--- src/rtl/uart_tx_feeder_pkg.sv ---
// Shared types and defaults for the UART TX feeder.
package uart_tx_feeder_pkg;

  typedef enum logic [0:0] {
    IDLE = 1'b0,
    GAP  = 1'b1
  } feed_state_t;

  localparam int FRAME_CYCLES_DEFAULT = 8680;
  localparam int STAT_W               = 16;

endpackage

--- src/rtl/uart_feed_fifo.sv ---
// Synchronous word FIFO with flush for the UART TX feeder.
// Flush wins over a same-edge write or pop; a full FIFO refuses writes even while popping.
module uart_feed_fifo #(
  parameter int N     = 8,
  parameter int DEPTH = 16
) (
  input  logic                       clk,
  input  logic                       rst,
  input  logic [N-1:0]               wr_data,
  input  logic                       wr_valid,
  output logic                       wr_ready,
  input  logic                       pop,
  input  logic                       flush,
  output logic [N-1:0]               head,
  output logic                       empty,
  output logic [$clog2(DEPTH+1)-1:0] level
);

  localparam int PW = $clog2(DEPTH);
  localparam int LW = $clog2(DEPTH + 1);

  logic [N-1:0]  mem_r [DEPTH];
  logic [PW-1:0] wr_ptr_r;
  logic [PW-1:0] rd_ptr_r;
  logic [LW-1:0] level_r;
  logic          push_s;
  logic          pop_s;

  assign wr_ready = (level_r != LW'(DEPTH));
  assign empty    = (level_r == {LW{1'b0}});
  assign push_s   = wr_valid && wr_ready && !flush;
  assign pop_s    = pop && !empty && !flush;
  assign head     = mem_r[rd_ptr_r];
  assign level    = level_r;

  // Word storage, written on accepted pushes only.
  always_ff @(posedge clk) begin
    if (push_s) begin
      mem_r[wr_ptr_r] <= wr_data;
    end
  end

  // Pointer and occupancy bookkeeping.
  always_ff @(posedge clk or posedge rst) begin
    if (rst) begin
      wr_ptr_r <= {PW{1'b0}};
      rd_ptr_r <= {PW{1'b0}};
      level_r  <= {LW{1'b0}};
    end else if (flush) begin
      wr_ptr_r <= {PW{1'b0}};
      rd_ptr_r <= {PW{1'b0}};
      level_r  <= {LW{1'b0}};
    end else begin
      if (push_s) begin
        wr_ptr_r <= wr_ptr_r + PW'(1);
      end
      if (pop_s) begin
        rd_ptr_r <= rd_ptr_r + PW'(1);
      end
      case ({push_s, pop_s})
        2'b10:   level_r <= level_r + LW'(1);
        2'b01:   level_r <= level_r - LW'(1);
        default: level_r <= level_r;
      endcase
    end
  end

endmodule

--- src/rtl/uart_tx_feeder.sv ---
// Buffers producer bytes and paces UART loads to one per frame time.
// Optional statistics ports are enabled with `define UART_TX_FEEDER_STAT_EN.
module uart_tx_feeder
  import uart_tx_feeder_pkg::*;
#(
  parameter int N            = 8,
  parameter int DEPTH        = 16,
  parameter int FRAME_CYCLES = FRAME_CYCLES_DEFAULT
) (
  input  logic                       clk,
  input  logic                       rst,
  input  logic [N-1:0]               wr_data,
  input  logic                       wr_valid,
  output logic                       wr_ready,
  input  logic                       flush,
  output logic [N-1:0]               data,
  output logic                       up_data,
  output logic [$clog2(DEPTH+1)-1:0] level
`ifdef UART_TX_FEEDER_STAT_EN
  ,
  output logic [STAT_W-1:0]          sent_cnt,
  output logic                       full_hit,
  input  logic                       stat_clr
`endif
);

  localparam int                CW         = $clog2(FRAME_CYCLES);
  localparam logic [CW-1:0]     GAP_RELOAD = CW'(FRAME_CYCLES - 1);

  feed_state_t   state_r;
  logic [CW-1:0] gap_cnt_r;
  logic [N-1:0]  head_s;
  logic          empty_s;
  logic          launch_s;

  // A launch needs a word, no flush, and either idle or an expired gap.
  assign launch_s = !empty_s && !flush &&
                    ((state_r == IDLE) || (gap_cnt_r == {CW{1'b0}}));

  uart_feed_fifo #(
    .N     (N),
    .DEPTH (DEPTH)
  ) u_fifo (
    .clk      (clk),
    .rst      (rst),
    .wr_data  (wr_data),
    .wr_valid (wr_valid),
    .wr_ready (wr_ready),
    .pop      (launch_s),
    .flush    (flush),
    .head     (head_s),
    .empty    (empty_s),
    .level    (level)
  );

  // Pacing FSM with registered load interface.
  always_ff @(posedge clk or posedge rst) begin
    if (rst) begin
      state_r   <= IDLE;
      gap_cnt_r <= {CW{1'b0}};
      data      <= {N{1'b0}};
      up_data   <= 1'b0;
    end else begin
      case (state_r)
        IDLE: begin
          if (launch_s) begin
            data      <= head_s;
            up_data   <= 1'b1;
            gap_cnt_r <= GAP_RELOAD;
            state_r   <= GAP;
          end else begin
            up_data   <= 1'b0;
          end
        end
        GAP: begin
          if (gap_cnt_r != {CW{1'b0}}) begin
            up_data   <= 1'b0;
            gap_cnt_r <= gap_cnt_r - CW'(1);
          end else if (launch_s) begin
            data      <= head_s;
            up_data   <= 1'b1;
            gap_cnt_r <= GAP_RELOAD;
          end else begin
            up_data   <= 1'b0;
            state_r   <= IDLE;
          end
        end
        default: begin
          up_data   <= 1'b0;
          state_r   <= IDLE;
        end
      endcase
    end
  end

`ifdef UART_TX_FEEDER_STAT_EN
  // Load counter and sticky overflow flag; clear beats a same-edge set.
  always_ff @(posedge clk or posedge rst) begin
    if (rst) begin
      sent_cnt <= {STAT_W{1'b0}};
      full_hit <= 1'b0;
    end else if (stat_clr) begin
      sent_cnt <= {STAT_W{1'b0}};
      full_hit <= 1'b0;
    end else begin
      if (launch_s) begin
        sent_cnt <= sent_cnt + STAT_W'(1);
      end
      if (wr_valid && !wr_ready) begin
        full_hit <= 1'b1;
      end
    end
  end
`endif

endmodule

--- config.mk ---
export PLATFORM = sky130hd
export DESIGN_NAME = uart_tx_feeder
export DESIGN_NICKNAME = d
export VERILOG_FILES = /design/src/rtl/uart_tx_feeder_pkg.sv /design/src/rtl/uart_feed_fifo.sv /design/src/rtl/uart_tx_feeder.sv
export SDC_FILE = /design/constraint.sdc
export NUM_CORES = 1
export LEC_CHECK = 0
export ABC_AREA = 1
export CORE_UTILIZATION = 60
export CTS_BUF_LIST = sky130_fd_sc_hd__clkbuf_4
export DETAILED_ROUTE_END_ITERATION = 10
export PLACE_DENSITY = 0.79
export SLEW_MARGIN = 30
export SYNTH_ARGS = -nofsm -noshare
export SYNTH_HDL_FRONTEND = slang
export SYNTH_SLANG_ARGS = --single-unit
--- constraint.sdc ---
create_clock -name clk -period 6.2 [get_ports clk]
set_clock_uncertainty 0.15 [all_clocks]
set_input_delay 1.24 -clock clk [delete_from_list [all_inputs] [get_ports clk]]
set_output_delay 1.24 -clock clk [all_outputs]
set_load 0.1 [all_outputs]
==> reports/qor.txt, run 1 <==
status -> finished clean
final RePlAce weighted congestion -> 0.867
Rel. slew slack -> 0.348
GRT Util Overall -> 0.266
drt initial violations -> 491
Sink Count -> 165
CP peak stage delay -> 1.15 ns
# DRC -> 0
hold_sp -> data[3]
EDFF count, synth -> 128
Max Cap Viol -> 0
Post-Syn Instances -> 597
setup_tns -> 0 ns
main flop type after synthesis -> edfxtp_1
FP Rows -> 39
Die Y -> 111 um
core area -> 11500 um^2
postcts setup bufs -> 0
top post-synthesis cells by area -> edfxtp_1 54%, dfrtp_1 13%, nor2_1 4.6%
Num CTS Buffers -> 17
Distinct cells, synth -> 38
area fraction of the dominant cell type after synthesis -> 0.540
antenna violations before repair -> 1
area leader, netlist -> edfxtp_1
RSZ-0062 raised after global routing -> no
WHS -> 0.344 ns
clock buffer depth -> 2
dpl ws -> 2.36 ns
Area Overhead vs Synth -> 9.16%
fin worst setup slack -> 2.43 ns
fin util -> 0.678
CP Data Arrival Time -> 2.38 ns
Synth Area per Inst -> 11.9 um^2
CP startpoint -> u_fifo.level[0]
NumNets Final -> 644
Tmin final -> 3.77 ns
max-slew violation count -> 0
clock latency at the later pin of the worst-skew pair -> 0.54 ns
Top-Level Pins -> 27
Routed WL -> 15.2 mm
first-pass GRT wire length -> 24.6 mm
Worst VDD drop -> 0.178 mV
Placed Area -> 7510 um^2
worst r2r src -> u_fifo.level[0]
cts hold-fix bufs -> 0
Hold Fails Final Rpt -> 0
Seq cells post-synth -> 165
final period utilization -> 0.608
Die Wd -> 111 um
CP cell instances -> nor2_1, nand3_2, clkdlybuf4s50_1
via/cell ratio -> 6.08
Worst path slowest cell -> clkdlybuf4s50_1
vias -> 4750
Required @ worst endpoint -> 4.81 ns
Buffers on Ports -> 26
final non-filler cell area -> 7770 um^2
Resized Gates After CTS -> 0
crit-path max FO -> 6
HP Class -> reg2reg
largest net degree at the start of global routing -> 69
post-route ant nets -> 0
DP HPWL -> 9.98 mm
Pwr per Cell Area -> 239 nW/um^2
DP Cell Count -> 748
Mapped Area -> 7120 um^2
syn_nets -> 617
slew of the pin with the lowest slew margin -> 0.975 ns
Pleak -> 2.75 nW
CP Capture Type -> primary output
grt total ovfl -> 0
Seq/Total Area, Yosys -> 0.670
final total power -> 1.86 mW
Die ar. -> 12300 um^2
Post-Layout Cell Count -> 781
setup violators final -> 0
commonest non-fill, non-tap cell in the layout -> edfxtp_1
number of global-route vias before repair -> 4559
Avg WL per Cell -> 19.5 um
Initial Util -> 0.621
drt first pass iters -> 5
Post-synth ARST share -> 0.224
clk slew on worst S/H paths -> 0.12 ns
crit path kind -> reg2out
CTS tree -> built
share of layout cells above drive strength 1 -> 0.113
yosys warns -> 0
root buffer cell -> clkbuf_4
most frequent cells in the layout -> 128 x edfxtp_1, 88 x nor2_1, 65 x nand2_1
Worst Setup Start Kind -> flip-flop
fmax -> 265 MHz
htree depth -> 4
==> cells by family after synthesis <==
kind of cell / count (synthesis) / share of synthesized area
adder cells (fa/ha/maj): 8 / 0.0141
buffers and inverters: 70 / 0.0415
XOR/XNOR: 4 / 0.00492
AO/OA/AOI/OAI: 118 / 0.109
flip-flops: 165 / 0.670
multiplexers: 20 / 0.0281
AND/OR/NAND/NOR: 212 / 0.133
==> layer usage <==
layer	vias up	share of wire	global-route usage
met2	168	0.48	0.414
met5	-	0	0
li1	2222	-	-
met1	2340	0.44	0.382
met4	0	0.018	0.0889
met3	20	0.065	0.0492
==> final timing paths <==
check | endpoint | slack (ns) | depth (start not counted)
min | data[3] | 0.34 | 2
max in group asynchronous | u_fifo.rd_ptr_r[2] | 4.59 | 3
min reg2reg | data[3] | 0.34 | 2
max reg2reg | u_fifo.mem_r[8][5] | 3.76 | 6
max | wr_ready | 2.43 | 3
min in group asynchronous | gap_cnt_r[0] | 0.95 | 3
==> registers in the layout, summed over array words and instances, names as in the netlist <==
register / flops
state_r: 1
up_data: 1
gap_cnt_r: 14
u_fifo.wr_ptr_r: 4
data: 8
u_fifo.mem_r: 128
u_fifo.rd_ptr_r: 4
u_fifo.level: 5
==> worst max-delay path: cells and delay by family, from the launching register on <==
family,cells,cell delay (ns)
AND/OR/NAND/NOR,2,0.23
flip-flops,1,0.47
buffers and inverters,1,1.15
==> layout make-up <==
cell class                 count  area [um^2]
multi-input combinational    362         2080
sequential                   165         4770
tap                          143          179
inverter                      43          161
fill                         833         3700
clock inverter                 8         63.8
timing repair buffer          35          328
clock buffer                  24          180
antenna                        1         2.50
==> cell usage after synthesis, types with 3 or more instances <==
cell      number
a21oi_1        3
a31oi_1        4
buf_2         11
buf_4          3
clkbuf_1      11
clkinv_1       3
dfrtp_1       37
edfxtp_1     128
ha_1           8
inv_1         33
inv_2          7
mux2i_1       20
nand2_1       65
nand2_2        8
nand3_1       20
nand4_1        4
nor2_1        88
nor2_2         4
nor2_4         3
nor3_1        14
o211ai_1      14
o21ai_0       55
o221ai_1      19
o22ai_1        4
o32ai_1       14
==> power breakdown <==
group	internal, mW	switching, mW
clock	0.225	0.332
combinational	0.0226	0.0713
sequential	1.20	0.00686
(Power assumes the default switching activity.)
==> run 2: changes to the inputs <==
==> constraint.sdc (replaced) <==
create_clock -name clk -period 3.95 [get_ports clk]
set_clock_uncertainty 0.15 [all_clocks]
set_input_delay 0.79 -clock clk [delete_from_list [all_inputs] [get_ports clk]]
set_output_delay 0.79 -clock clk [all_outputs]
set_load 0.1 [all_outputs]
==> run 2 against run 1 <==
Non-clock buffer count grew 8; via count grew 2.6%; first-iteration DRC count shrank 19%; sequential power grew 57%.
==> reports/qor.txt, run 2 (same netlist as run 1, synthesis figures left out) <==
status -> finished clean
DP HPWL -> 9.90 mm
final period utilization -> 0.799
dpl ws -> 0.761 ns
gr busiest metal -> met2
met1 Track Usage GR -> 0.348
Top Registers -> u_fifo.mem_r (128), gap_cnt_r (14), data (8)
setup_tns -> 0 ns
Die Wd -> 111 um
Pwr per Cell Area -> 410 nW/um^2
RSZ-0062 raised after global routing -> no
slew of the pin with the lowest slew margin -> 0.977 ns
postcts setup bufs -> 0
GRT Util Overall -> 0.268
most frequent cells in the layout -> 128 x edfxtp_1, 88 x nor2_1, 65 x nand2_1
critical path buffer and inverter count -> 1
first-pass GRT wire length -> 24.8 mm
FP Rows -> 39
max reg flops -> 128
Die ar. -> 12300 um^2
crit-path max FO -> 6
via/cell ratio -> 6.18
Avg WL per Cell -> 19.7 um
Worst Setup Start Kind -> flip-flop
Routed WL -> 15.6 mm
drt initial violations -> 396
fmax -> 317 MHz
Sink Count -> 165
Buffers on Ports -> 26
share of layout cells above drive strength 1 -> 0.121
# DRC -> 0
post-route ant nets -> 0
vias -> 4875
largest net degree at the start of global routing -> 47
Tmin final -> 3.15 ns
CP Capture Type -> primary output
CTS tree -> built
setup violators final -> 0
HP Class -> reg2reg
GRT met2 Usage -> 0.431
crit path kind -> reg2out
Hold Fails Final Rpt -> 0
antenna violations before repair -> 1
final total power -> 3.25 mW
CP Data Arrival Time -> 2.21 ns
clock buffer depth -> 2
Max Cap Viol -> 0
commonest non-fill, non-tap cell in the layout -> edfxtp_1
clock latency at the later pin of the worst-skew pair -> 0.56 ns
CP top delay family -> buffers and inverters
CP peak stage delay -> 1.18 ns
cts hold-fix bufs -> 0
Initial Util -> 0.621
Worst path slowest cell -> clkdlybuf4s50_1
Rel. slew slack -> 0.347
max-slew violation count -> 0
Resized Gates After CTS -> 0
Num CTS Buffers -> 17
drt first pass iters -> 5
number of global-route vias before repair -> 4906
Top-Level Pins -> 27
CP cell instances -> clkdlybuf4s50_1
Pleak -> 2.84 nW
Area Overhead vs Synth -> 11.5%
Required @ worst endpoint -> 3.01 ns
Die Y -> 111 um
final RePlAce weighted congestion -> 0.865
M3 GR Usage -> 0.0607
register with the most flip-flops -> u_fifo.mem_r
core area -> 11500 um^2
grt total ovfl -> 0
htree depth -> 4
NumNets Final -> 652
fin worst setup slack -> 0.796 ns
Worst VDD drop -> 0.297 mV
FILL cells -> 790
root buffer cell -> clkbuf_4
clk slew on worst S/H paths -> 0.12 ns
## run 2: changes by cell type in the layout (fill, tap and decap cells not counted), sizes merged
| cell | delta |
|---|---|
| clkinv | -2 |
| clkdlybuf4s50 | -1 |
| bufinv | +5 |
| buf | +9 |
| clkinvlp | +2 |
| clkbuf | -5 |
## run 2: final timing paths
kind	start	endpoint	slack (ns)	depth (start not counted)
worst min-delay path	data[0]	data[0]	0.35	2
max in group asynchronous	rst	data[2]	2.36	3
worst min register to register	data[0]	data[0]	0.35	2
worst max register to register	u_fifo.rd_ptr_r[0]	data[2]	1.34	7
min in group asynchronous	rst	gap_cnt_r[12]	0.54	2
worst max-delay path	u_fifo.level[2]	level[2]	0.80	1
## run 2: where the power goes
part           leakage [nW]  switching [mW]  internal, mW
combinational          1.02           0.107        0.0370
clock                 0.193           0.570         0.644
sequential             1.63          0.0110          1.89
total                  2.84           0.688          2.57
## run 2: cell type report
type / instances / area [um^2] / area share
well taps: 143 / 179 / 0.0225
inverters: 43 / 161 / 0.0203
clock inverters: 13 / 231 / 0.0292
repair buffers: 43 / 398 / 0.0501
diodes: 1 / 2.50 / 0.000315
flip-flops and latches: 165 / 4770 / 0.601
multi-input cells: 362 / 2050 / 0.259
clock buffers: 19 / 143 / 0.0180
## run 2: metal layers
layer	vias to the layer above	wire length [um]
met5	-	0
met2	203	7700
met1	2396	6430
li1	2241	-
met4	0	479
met3	35	960
## run 2: through the flow
| stage | area (um^2) | util | std cells | hold WS [ns] |
|---|---|---|---|---|
| 5_1_grt | 7940 | 0.692 | 789 | 0.393 |
| 2_1_floorplan | 7120 | - | 597 | 0.338 |
| 4_1_cts | 7940 | 0.692 | 788 | 0.357 |
| 3_5_place_dp | 7560 | 0.660 | 756 | 0.323 |
| 3_3_place_gp | 7560 | 0.660 | 756 | 0.316 |
| 6_report | 7940 | 0.692 | 789 | 0.352 |
